--- config.mk ---
export PLATFORM = sky130hd
export DESIGN_NAME = input_conditioner
export DESIGN_NICKNAME = d
export VERILOG_FILES = /design/src/rtl/types_pkg.sv /design/src/rtl/input_channel_filter.sv /design/src/rtl/input_conditioner.sv
export SDC_FILE = /design/constraint.sdc
export NUM_CORES = 1
export LEC_CHECK = 0
export ABC_AREA = 1
export BUFFER_PORTS_ARGS = -buffer_cell sky130_fd_sc_hd__buf_2
export CAP_MARGIN = 20
export CORE_AREA = 2 2 134 136
export CTS_BUF_LIST = sky130_fd_sc_hd__clkbuf_4
export DETAILED_ROUTE_END_ITERATION = 7
export DIE_AREA = 0 0 136 138
export PLACE_DENSITY_LB_ADDON = 0.25
export RECOVER_POWER = 100
export SYNTH_ARGS = -nofsm -noshare
export SYNTH_HDL_FRONTEND = slang
export SYNTH_HIERARCHICAL = 1
export SYNTH_SLANG_ARGS = --single-unit
--- constraint.sdc ---
create_clock -name clock -period 1.83 [get_ports clock]
set_input_delay 0.2745 -clock clock [delete_from_list [all_inputs] [get_ports clock]]
set_output_delay 0.2745 -clock clock [all_outputs]
set_load 0.02 [all_outputs]
--- src/rtl/types_pkg.sv ---
// rtl/types_pkg.sv - shared experiment input types and channel indices
`timescale 1ns/1ps
package types_pkg;

  localparam int NUM_INPUT_CH       = 5;
  localparam int INPUT_FILTER_WIDTH = 16;

  localparam int CH_START          = 0;
  localparam int CH_FG_OPTO        = 1;
  localparam int CH_PHASE          = 2;
  localparam int CH_WIRE_SENSOR    = 3;
  localparam int CH_DETECTOR_READY = 4;

  typedef logic [NUM_INPUT_CH-1:0][INPUT_FILTER_WIDTH-1:0] filter_len_t;

  // Packed MSB first, so bit positions line up with the CH_* indices.
  typedef struct packed {
    logic detector_ready;
    logic wire_sensor;
    logic phase;
    logic fg_opto;
    logic start;
  } input_signals_t;

endpackage

--- src/rtl/input_channel_filter.sv ---
// rtl/input_channel_filter.sv - one channel: synchronizer, persistence filter, edges, glitch flag
`timescale 1ns/1ps
module input_channel_filter
  import types_pkg::*;
#(
  parameter int   SYNC_STAGES  = 2,
  parameter int   FILTER_WIDTH = INPUT_FILTER_WIDTH,
  parameter logic INV          = 1'b0,
  parameter logic RST_LVL      = 1'b0
) (
  input  logic                    clock,
  input  logic                    reset_signal,
  input  logic                    raw_i,
  input  logic [FILTER_WIDTH-1:0] len_i,
  input  logic                    clear_i,
  output logic                    level_o,
  output logic                    rise_o,
  output logic                    fall_o,
  output logic                    glitch_o
);

  logic [SYNC_STAGES-1:0]  sync_q, sync_d;
  logic                    f_q, f_d;
  logic [FILTER_WIDTH-1:0] cnt_q, cnt_d;
  logic                    rise_q, rise_d;
  logic                    fall_q, fall_d;
  logic                    glitch_q, glitch_d;
  logic                    s;
  logic [FILTER_WIDTH-1:0] limit;

  assign sync_d = {sync_q[SYNC_STAGES-2:0], raw_i ^ INV};
  assign s      = sync_q[SYNC_STAGES-1];

  // A length of 0 is treated as 1, so the commit threshold L-1 bottoms out at 0.
  assign limit = (len_i == '0) ? '0 : len_i - {{(FILTER_WIDTH-1){1'b0}}, 1'b1};

  // Next-state: count while s disagrees with f, commit at the threshold, flag early returns.
  always_comb begin
    f_d      = f_q;
    cnt_d    = cnt_q;
    rise_d   = 1'b0;
    fall_d   = 1'b0;
    glitch_d = glitch_q & ~clear_i;
    if (s == f_q) begin
      cnt_d = '0;
      if (cnt_q != '0) begin
        glitch_d = 1'b1;
      end
    end else if (cnt_q < limit) begin
      cnt_d = cnt_q + {{(FILTER_WIDTH-1){1'b0}}, 1'b1};
    end else begin
      f_d    = s;
      cnt_d  = '0;
      rise_d = s;
      fall_d = ~s;
    end
  end

  // State registers; everything returns to the reset level with an idle counter.
  always_ff @(posedge clock or negedge reset_signal) begin
    if (!reset_signal) begin
      sync_q   <= {SYNC_STAGES{RST_LVL}};
      f_q      <= RST_LVL;
      cnt_q    <= '0;
      rise_q   <= 1'b0;
      fall_q   <= 1'b0;
      glitch_q <= 1'b0;
    end else begin
      sync_q   <= sync_d;
      f_q      <= f_d;
      cnt_q    <= cnt_d;
      rise_q   <= rise_d;
      fall_q   <= fall_d;
      glitch_q <= glitch_d;
    end
  end

  assign level_o  = f_q;
  assign rise_o   = rise_q;
  assign fall_o   = fall_q;
  assign glitch_o = glitch_q;

endmodule

--- src/rtl/input_conditioner.sv ---
// rtl/input_conditioner.sv - conditions the five raw experiment inputs into clean levels
`timescale 1ns/1ps
module input_conditioner
  import types_pkg::*;
#(
  parameter int                      SYNC_STAGES  = 2,
  parameter int                      FILTER_WIDTH = INPUT_FILTER_WIDTH,
  parameter logic [NUM_INPUT_CH-1:0] INVERT       = 5'b00000,
  parameter logic [NUM_INPUT_CH-1:0] RESET_LEVEL  = 5'b00001
) (
  input  logic                                      clock,
  input  logic                                      reset_signal,
  input  logic [NUM_INPUT_CH-1:0]                   raw_in,
  input  logic [NUM_INPUT_CH-1:0][FILTER_WIDTH-1:0] filter_len,
  input  logic                                      clear_flags,
  output input_signals_t                            levels,
  output logic [NUM_INPUT_CH-1:0]                   rise,
  output logic [NUM_INPUT_CH-1:0]                   fall,
  output logic [NUM_INPUT_CH-1:0]                   glitch
);

  // SYNC_STAGES must stay within 2..4; fewer than 2 gives no metastability margin.
  logic [NUM_INPUT_CH-1:0] level_vec;

  for (genvar ch = 0; ch < NUM_INPUT_CH; ch++) begin : g_ch
    input_channel_filter #(
      .SYNC_STAGES (SYNC_STAGES),
      .FILTER_WIDTH(FILTER_WIDTH),
      .INV         (INVERT[ch]),
      .RST_LVL     (RESET_LEVEL[ch])
    ) u_filter (
      .clock       (clock),
      .reset_signal(reset_signal),
      .raw_i       (raw_in[ch]),
      .len_i       (filter_len[ch]),
      .clear_i     (clear_flags),
      .level_o     (level_vec[ch]),
      .rise_o      (rise[ch]),
      .fall_o      (fall[ch]),
      .glitch_o    (glitch[ch])
    );
  end

  assign levels = input_signals_t'(level_vec);

endmodule
After elaboration in Yosys (flattened, before gate mapping)
Index checks and enable logic that the tools add are counted.
Word-level totals
  flip-flop bits (word level): 110
  input port bits: 88
  output and inout bits: 20
Cells by class
  mux-type cells: 45
  magnitude comparators: 5
  bitwise logic cells: 21
  $add $sub $neg: 10
  reduce and logical (&&, ||, !) cells: 15
  eq/ne operators: 5
Operators by type and width (count)
  $mux 16: 15
  $add 16x1->16 const B: 5
  $logic_not 16->1: 5
  $lt 16x16->1: 5
  $reduce_bool 16->1: 5
  $sub 16x1->16 const B: 5
  $mux 1: 30
  $not 1->1: 16
  $reduce_and 2->1: 5
  $and 1x1->1: 5
  $eq 1x1->1: 5

Longest topological paths before layout
  depth after elaboration: 5
  gate-level depth with buffers: 18
  mapped depth without buffers: 17

By module
The synthesis kept the hierarchy.
Modules (own cells, without submodules)
  input_channel_filter at g_ch[2].u_filter ...: cells an instance 237, sequential area each 550.5 µm², area an instance 1895.6 µm², instances 2
  input_channel_filter at g_ch[1].u_filter: cells an instance 245, sequential area each 550.5 µm², area an instance 1918.1 µm², instances 1
  input_channel_filter at g_ch[0].u_filter: cells an instance 237, sequential area each 554.3 µm², area an instance 1899.3 µm², instances 1
  input_channel_filter at g_ch[4].u_filter: cells an instance 234, sequential area each 550.5 µm², area an instance 1899.3 µm², instances 1

Worst setup path after synthesis
OpenSTA, ideal clock, no wires.
  path type: input to register
  from: in filter_len[23] (netlist name)
  to: reg g_ch[1].u_filter.cnt_q[12]
  cell stages on the path: 14
  setup slack: -904 ps
  required time: 1762 ps
  buffers on the path: 1
  data arrival time: 2667 ps
  cell sequence: nor2_2 -> nand2_2 -> nor4_1 -> inv_1 -> nor3_2 -> xor2_1 -> nand2_1 -> ha_1 -> a21oi_1 -> nor2_1 -> nor4_2 -> nand3_4 -> buf_12 -> nor2_4
On the way
  word-level cells in the longest chain between the ends: 5
Ends and longest elaborated chain
  start: declaration: line input_conditioner.sv:14  | input logic [NUM_INPUT_CH-1:0][FILTER_WIDTH-1:0] filter_len,
  $sub 16x1->16 / $logic_not 16->1 (equally long branches): line input_channel_filter.sv:35  | assign limit = (len_i == '0) ? '0 : len_i - {{(FILTER_WIDTH-1){1'b0}}, 1'b1};
  $mux 16 *: line input_channel_filter.sv:35
  $lt 16x16->1 *: line input_channel_filter.sv:49  | end else if (cnt_q < limit) begin
  $mux 16 *: line input_channel_filter.sv:49
  $mux 16 *: line input_channel_filter.sv:44  | if (s == f_q) begin
  net g_ch[1].u_filter.cnt_d[12]: line input_channel_filter.sv:24  | logic [FILTER_WIDTH-1:0] cnt_q, cnt_d;
  end signal: assignment: line input_channel_filter.sv:71  | cnt_q <= cnt_d;
  end: declaration: line input_channel_filter.sv:24
The timed path passes the listed nets; every way through them passes the cells marked *.
A chain may end at the register's enable or synchronous reset.

Worst setup path in the final report
  from: in filter_len[49] (netlist name)
  to: reg g_ch[3].u_filter.cnt_q[11]
On the way
  word-level cells in the longest chain between the ends: 5
Ends and longest elaborated chain (line)
  $sub 16x1->16 / $logic_not 16->1 (equally long branches): input_channel_filter.sv:35
  $mux 16 *: input_channel_filter.sv:35
  $lt 16x16->1 *: input_channel_filter.sv:49
  $mux 16 *: input_channel_filter.sv:49
  $mux 16 *: input_channel_filter.sv:44
  net g_ch[3].u_filter.cnt_d[11]: input_channel_filter.sv:24
  end signal: assignment: input_channel_filter.sv:71
  end: declaration: input_channel_filter.sv:24
Marked as above.

==> flow_summary.toml <==
[sta]
fin_crit_ns = 2.284
timing.final.ws_setup_ns = -0.4542
worst_pin_slew_ns = 1.526
max-slew-margin-rel_pct = -1.720
min_period_over_period_pct = 124.8
slew_viol_final = 111
setup_viol = 95
finalHoldViolCount = 0
rsz0062_at_grt = "true"
max_freq_mhz = 437.8
skew_ns = 0.01849

[floorplan]
fp.dieW_um = 136
die_h_um = 138
rows = 49
start_util_pct = 54.22
core_sq_mm = 0.01753
die_area_sq_mm = 0.01877
ioPinCount = 108

[drt]
routedWlPerCell_um = 13.42
drt_wl_total_mm = 23.54
drc = 0
dr.first_iter.drc_count = 472
firstDrtPassIters = 5
ant_nets = 0
vias_per_cell = 5.139
via_count = 9014

[global_route]
antenna_found_initial = 2
grt_pass1_wl_mm = 38.64
grt_pass1_vias = 8914
grt.overflow.total = 0
grt_usage_pct = 24.80
grt_max_degree = 111

[power]
pwr-share-seq_pct = 49.6
clkPwrFrac_pct = 24.4
combPwrFrac_pct = 26.1
powerDensity_mw_per_mm2 = 389.9
p_sw_mw = 1.683
p_int_mw = 3.449
total_power_mw = 5.131
p_leak_nw = 6.393
switching_share_pct = 32.79
max-vdd-ir-drop_mv = 0.3208

[worst_setup_path]
timing.rr.start = "g_ch[1].u_filter/cnt_q[7]$_DFF_PN0_"
crit_type = "in2reg"
critPathMaxFanout = 4
worstPathRequired_ns = 2.23
cp.arrival_ns = 2.69
cp-end-kind = "flip-flop"
startpoint = "filter_len[49]"
critPathLaunchType = "input port"

[synth]
syn_area_per_cell_sq_um = 7.990
synthCells = 1190
synth.distinct_cells = 34
syn_area_sq_mm = 0.009508
yosys_register_bits = 110
ys_seq_area_share_pct = 28.99
synth_nets = 1373
ys_warn_count = 6

[place]
hpwlAfterDp_mm = 16.78
pre_cts_slack_ns = -0.9479
routabilityCongestion = 0.8206
io_buffers = 107

[clocking]
tritoncts = "done"
clock-sinks = 110
cts-root-buf = "clkbuf_4"
clk-insertion-delay-late_ns = 0.51
clk_pin_slew_ns = 0.19
h-tree-depth = 3
numCtsBuffers = 9
cts_buffer_depth = 2

[status]
run_status = "complete, but fails checks"
violations = "capacitance limit, slew limit, setup timing"

[layout]
multi_input_area_sq_mm = 0.006908
num-nets-final = 1701
syn_to_final_growth_pct = 38.41
fillers = 1287
fin_util_pct = 75.05
layout-drive-gt1-share_pct = 39.86
seqCellArea_sq_mm = 0.002756

[hold_path]
worstHoldStart = "clear_flags"
hold_path_class = "in2reg"

[flow_run]
maxCapViolCount = 1
-- placed cells by master (no fill, tap or decap), drive strengths merged --
master / n
o21a: 1
ha: 95
nand3: 87
nor2: 193
nand4: 33
a211oi: 5
a31oi: 3
o221a: 1
nand2: 246
dlygate4sd3: 6
xnor2: 19
o21ai: 9
clkbuf: 36
nor3: 28
nor4: 23
diode: 2
nand3b: 19
dfstp: 3
buf: 295
clkinv: 2
xor2: 66
o22ai: 9
dfrtp: 107
inv: 161
o31ai: 5
a21oi: 51
a31o: 1
or2: 19
-- cell type report --
| cell class | count | area share (%) |
|---|---|---|
| repair buffers | 327 | 18.81 |
| diodes | 2 | 0.03803 |
| clock buffers | 10 | 0.5705 |
| multi-input cells | 913 | 52.49 |
| clock inverters | 6 | 0.4754 |
| inverters | 157 | 4.497 |
| well taps | 229 | 2.177 |
| flip-flops and latches | 110 | 20.95 |
-- cells by family after synthesis --
group                      share of synthesized area (%)
buffers and inverters                              7.448
and+or+nand+nor                                    38.20
adders and majority gates                          12.50
DFF                                                28.99
xor gates and xnor gates                           7.830
AOI/OAI and AO/OA                                  5.027
-- final timing paths --
kind                                                        end  slack (ns)  cells past startpoint
max                        g_ch[3].u_filter/cnt_q[11]$_DFF_PN0_       -0.45                     16
max reg2reg                 g_ch[1].u_filter/cnt_q[5]$_DFF_PN0_       -0.06                      9
min                         g_ch[4].u_filter/glitch_o$_DFF_PN0_        0.08                      2
max in group asynchronous  g_ch[1].u_filter/cnt_q[12]$_DFF_PN0_        0.11                      3
min reg2reg                g_ch[3].u_filter/sync_q[1]$_DFF_PN0_        0.35                      0
min in group asynchronous   g_ch[4].u_filter/cnt_q[1]$_DFF_PN0_        0.78                      3
-- critical path, cell delays in order --
cell	delay [ns]
buf_8	0.10
nor2_4	0.10
nand4_1	0.18
nor4_4	0.26
inv_2	0.08
nor3_4	0.18
nand3_2	0.10
nand2_1	0.09
nand3_2	0.08
ha_4	0.28
nand4_1	0.16
a31oi_1	0.31
nor2_2	0.12
nand3_4	0.16
clkbuf_16	0.18
nor2_4	0.03
-- state kept, by name, summed over array words and instances (netlist names) --
name,flops
g_ch.u_filter/cnt_q,80
g_ch.u_filter/sync_q,10
g_ch.u_filter/fall_o,5
g_ch.u_filter/glitch_o,5
g_ch.u_filter/level_o,5
g_ch.u_filter/rise_o,5
-- metrics by stage --
| stage | area, sq um | cells | setup TNS, ns | hold slack [ns] |
|---|---|---|---|---|
| after floorplan | 9672 | 1190 | -42.87 | -0.02109 |
| after global placement | 11910 | 1704 | -66.85 | 0.3324 |
| after detailed placement | 11910 | 1704 | -76.79 | 0.3347 |
| after CTS | 12840 | 1746 | -14.23 | 0.03107 |
| after global routing | 13160 | 1754 | -52.75 | 0.01702 |
| final | 13160 | 1754 | -25.28 | 0.07788 |
-- per-layer routing --
layer,GRT usage (%),vias up,part of all wire [%]
met1,30.85,4274,43
met5,0,-,0
li1,-,4558,-
met2,44.67,147,52
met3,3.630,35,2.8
met4,6.250,0,1.7
-- power by group through the flow --
stage          combinational (mW)  clock (mW)  sequential (mW)
2_1_floorplan               0.567           0             2.59
3_3_place_gp                 1.13           0             2.58
3_5_place_dp                 1.17           0             2.58
4_1_cts                      1.29        1.31             2.54
5_1_grt                      1.49        1.40             2.55
6_report                     1.34        1.25             2.54
-- cell usage after synthesis, drive strengths merged --
| cell type | instances | area, sq um |
|---|---|---|
| nor2 | 193 | 1245 |
| ha | 95 | 1189 |
| o21ai | 9 | 45.04 |
| buf | 5 | 100.1 |
| dfrtp | 107 | 2678 |
| nand4 | 33 | 225.2 |
| a211oi | 5 | 37.54 |
| a31o | 1 | 8.760 |
| a21oi | 51 | 255.2 |
| xnor2 | 19 | 166.4 |
| nor3 | 28 | 185.2 |
| nor4 | 23 | 156.4 |
| or2 | 19 | 118.9 |
| nand2 | 246 | 1061 |
| o31ai | 5 | 37.54 |
| nand3 | 87 | 498.0 |
| nand3b | 19 | 142.6 |
| o21a | 1 | 7.510 |
| xor2 | 66 | 578.1 |
| a31oi | 3 | 18.77 |
| o22ai | 9 | 56.30 |
| clkbuf | 5 | 18.77 |
| inv | 157 | 589.3 |
| o221a | 1 | 11.26 |
| dfstp | 3 | 78.83 |
-- timing repair --
item / CTS / global route
buffers inserted: 21 / 8
cloned: 2 / 2
pin swaps: 34 / 13
endpoints found under the setup margin: 95 / 95
resized for setup: 117 / 70
hold buffers: 6 / 0
hold endpoints to repair: 112 / 0
No activity file was read; power rests on OpenSTA's default activity.
